[config.mk]
export PLATFORM = sky130hd
export DESIGN_NAME = bce_unit
export DESIGN_NICKNAME = d
export VERILOG_FILES = /design/src/rtl/bce_unit.sv
export SDC_FILE = /design/constraint.sdc
export NUM_CORES = 1
export LEC_CHECK = 0
export ABC_AREA = 1
export BUFFER_PORTS_ARGS = -buffer_cell sky130_fd_sc_hd__buf_2
export CAP_MARGIN = 20
export CORE_UTILIZATION = 40
export DETAILED_ROUTE_END_ITERATION = 7
export PLACE_DENSITY_LB_ADDON = 0.25
export SYNTH_ARGS = -nofsm -noshare
export SYNTH_HDL_FRONTEND = slang
export SYNTH_SLANG_ARGS = --single-unit
export TNS_END_PERCENT = 30
[constraint.sdc]
create_clock -name clk -period 2.75 [get_ports clk]
set_input_delay 0.275 -clock clk [delete_from_list [all_inputs] [get_ports clk]]
set_output_delay 0.275 -clock clk [all_outputs]
set_load 0.005 [all_outputs]
[src/rtl/bce_unit.sv]
// rtl/bce_unit.sv - branch condition evaluator with registered result copy
module bce_unit #(
  parameter int N = 32
) (
  input  logic         clk,
  input  logic         rst_n,
  input  logic [N-1:0] a,
  input  logic [N-1:0] b,
  input  logic [3:0]   bf,
  input  logic         en,
  output logic         bcres,
  output logic         bcres_q,
  output logic         bf_valid
);

  logic neg;
  logic zero;
  logic eq;

  assign neg  = a[N-1];
  assign zero = (a == '0);
  assign eq   = (a == b);

  // bf[0] is a don't-care for the 1xxx group, so only bf[3:1] selects there.
  always_comb begin
    bcres    = 1'b0;
    bf_valid = 1'b0;
    if (bf[3]) begin
      bf_valid = 1'b1;
      case (bf[2:1])
        2'b00:   bcres = eq;
        2'b01:   bcres = ~eq;
        2'b10:   bcres = neg | zero;
        default: bcres = ~neg & ~zero;
      endcase
    end else if (bf[3:1] == 3'b001) begin
      bf_valid = 1'b1;
      bcres    = bf[0] ? ~neg : neg;
    end
  end

  always_ff @(posedge clk) begin
    if (!rst_n) begin
      bcres_q <= 1'b0;
    end else if (en) begin
      bcres_q <= bcres;
    end
  end

endmodule

Word-level counts from Yosys, hierarchy flattened
Index checks and enable logic that the tools add are counted.
- shift operators: 0
- $lt $le $gt $ge: 0
- divide/modulo/power cells: 0
- $mul: 0
- $add $sub $neg: 0
- equality and inequality tests: 4
- reductions and logical operators: 2
- muxes and demuxes: 6
- bitwise logic cells: 5
- operators with widths (kind ; count):
    32-bit equality test ; 1
    32-bit logical NOT ; 1
    1-bit 2-to-1 mux ; 5
    3-bit by 1-bit equality test with 1-bit output, second input constant ; 1
    1-bit inverter ; 3
    1-bit case mux with 3 select lines ; 1
    2-bit by 1-bit equality test with 1-bit output, second input constant ; 1
    2-bit equality test, second input constant ; 1
    2-bit logical NOT ; 1
    1-bit bitwise AND ; 1
    1-bit OR ; 1
- output and inout bits: 3
- memory bits (writable): 0
- input bits: 71
- word-level logic and storage cells: 18
- flip-flop bits (word level): 1
- ROM bits: 0
- memories kept: 0
- bits in latches: 0

Depth between registers and ports, before layout
- depth after elaboration: 5
- mapped depth: 15
- gate-level depth less buffers: 15

Worst setup path after synthesis
Ideal clock, no wire load.
- path kind: input -> output
- start point: input port a[10]
- end point: output port bcres
- data required time: 2475 ps
- setup slack: 1469 ps
- arrival: 1006 ps
- cell stages on the path: 8
- path buffers: 0
- cell sequence: xor2_1 > nor2_1 > nand3_2 > nor2_2 > nand3_1 > nand3_1 > nand3_2 > nand2_1
- cells in the longest elaborated chain, start to end: 5
- elaborated cells on any way between the ends: 8
- those cells by class: eq/ne (1); mux (2); bitwise (4); reduce/logical (1)
- ends and longest elaborated chain (item ; RTL line ; RTL):
    from (decl) ; 7 ; input logic [N-1:0] a,
    32-bit logical NOT ; 21 ; assign zero = (a == '0);
    1-bit inverter ; 34 ; default: bcres = ~neg & ~zero;
    1-bit bitwise AND ; 34 ;
    1-bit case mux with 3 select lines (*) ; 30 ; case (bf[2:1])
    1-bit 2-to-1 mux (*) ; 28 ; if (bf[3]) begin
    to (decl) ; 11 ; output logic bcres,
Every way passes the cells marked *; elsewhere a longest branch is shown, timed or not.

Worst setup path after layout
- start point: input port a[14]
- end point: output port bcres
The elaborated chain is that of the path after synthesis.

==> run summary <==
CORE AREA -> 0.00178 mm²
Seq/Total Area, Yosys -> 2.54%
Final nets -> 320
GRT overflow -> 0
clock skew -> 0 ns
DRT antenna net count -> 0
pre-CTS setup slack -> 1.15 ns
ys flop type -> dfxtp_1
Leakage -> 0.807 nW
count leader, synth -> nand2_1
status -> finished, final reports clean
Post-CTS Setup Bufs -> 0
Final Max Tran Viols -> 0
drt total wl -> 1950 µm
hold slack final -> 0.544 ns
worst relative slew slack -> 89.3%
setup TNS -> 0 ns
startpoint types -> input pin
Reg area -> 20.0 µm²
Synth top area share -> 31.0%
top post-synthesis cells by area -> nand2_1 (31%), inv_1 (20%), nor2_1 (14%)
Worst-Margin Slew -> 0.159 ns
area of the multi-input gates -> 606 µm²
Via-to-Cell Ratio -> 4.10
fin util -> 66.4%
num rows -> 15
Final period util -> 58.1%
pin count of the biggest net entering global routing -> 5
drt pass-1 iters -> 4
Met3 Wirelength -> 130 µm
RSZ-0062 raised after global routing -> no
wire length on met2 -> 897 µm
worst min path class -> register to register
CP most frequent cell -> nand2_1
io pins -> 74
dpl hpwl -> 1840 µm
die width -> 46.4 µm
Crit Path Class -> input pin to primary output
drt initial violations -> 10
layout cell share with drive strength beyond 1 -> 31.6%
P per Cell Area -> 135 mW/mm²
Synth Net Count -> 245
hold buffer count at cts -> 0
met1 WL -> 924 µm
biggest regs -> bcres_q x1
Post-synth ARST share -> 0%
Worst Slack Setup Final -> 1.15 ns
post-CTS sizing -> 0
Yosys warnings -> 0
cell count after synthesis -> 174
CP max stage delay -> 0.16 ns
maximum vdd drop -> 0.118 mV
max frequency -> 626 MHz
CP Data Required Time -> 2.48 ns
vias post-DR -> 1116
number of flops mapped to enable cells by yosys -> 0
syn avg cell area -> 4.52 µm²
Port-buffer cells -> 73
Fill cells -> 196
synth cell count leaders -> nand2_1 (65), inv_1 (42), nor2_1 (29), xnor2_1 (7)
peak fanout along the critical path -> 2
CP Capture Type -> primary output
initial antenna violation count -> 0
number of global-route vias before repair -> 888
diode count -> 0
Fin. Hold Viols -> 0
Yosys reg bits -> 1
Finish-stage setup viols -> 0
max-cap violations -> 0
Synth area leader -> nand2_1
wire per inst -> 7.18 µm
total power -> 0.160 mW
P&R area growth vs syn -> 50.4%
Max Used Layer -> met3
Reg with most FFs -> bcres_q
Syn Std Cell Area -> 787 µm²
Reg clk slew, reported paths -> 0 ns
Clock Latency Late Sink -> 0 ns
synth unique cells -> 17
Crit-path slowest cell -> xnor2_1
overall global routing resource usage -> 18.0%
chip height -> 46.4 µm
fin crit period -> 1.60 ns
CP Data Arrival Time -> 1.32 ns
GP Congestion -> 0.821
Largest register FFs -> 1
die area -> 0.00215 mm²
critical path cell sequence -> buf_2, xnor2_1, nand2_1, nor2_1, nand2_1, nor2_2, nand3_1, nand2_1, nand2_1, nand3_2, nand2_1, buf_2
Starting Density -> 44.1%
DRC -> 0
first-pass GRT wire length -> 3020 µm
## cells by family after synthesis
group                  Yosys count  synth area share, %
XOR/XNOR                        13                 14.5
AO/OA/AOI/OAI                   10                 6.99
AND/OR/NAND/NOR                107                 55.5
buffers and inverters           43                 20.5
flip-flops                       1                 2.54
## worst paths after layout
| check | to | from | depth (start not counted) | slack [ns] |
|---|---|---|---|---|
| worst max-delay path | bcres | a[14] | 12 | 1.15 |
| worst min-delay path | bcres_q | bcres_q | 3 | 0.54 |
| worst max register to register | bcres_q | bcres_q | 3 | 2.09 |
| worst min register to register | bcres_q | bcres_q | 3 | 0.54 |
## layout by cell type, fill, tap and decap left out, drive strengths merged, types with 2 or more instances in the layout
cell    n
buf    73
inv    43
nand2  65
nand3   9
nand4   2
nor2   30
o21ai   7
xnor2   7
xor2    6
## stage by stage
step | cells | cell area, µm²
floorplan | 174 | 787
global placement | 272 | 1180
detailed placement | 272 | 1180
CTS | 272 | 1180
global route | 272 | 1180
finish | 272 | 1180
## critical path: cells and delay by family
kind / cells / cell delay [ns]
buffers and inverters: 2 / 0.23
and+or+nand+nor: 9 / 0.67
xor gates and xnor gates: 1 / 0.16
## routing by layer
layer / vias up / track usage [%]
li1: 652 / -
met1: 425 / 23.3
met2: 39 / 33.1
met3: 0 / 1.18
met4: 0 / 1.76
met5: - / 0
## power by group
part / internal, mW / switching (mW)
clock network: 0 / 0
registers: 0.0159 / 0.000367
logic: 0.0739 / 0.0699
## area by class of cell
class | count | area share [%]
multi-input cells | 130 | 51.2
flip-flops and latches | 1 | 1.69
repair buffers | 73 | 30.9
well taps | 25 | 2.64
inverters | 43 | 13.6
(Power assumes the default switching activity.)
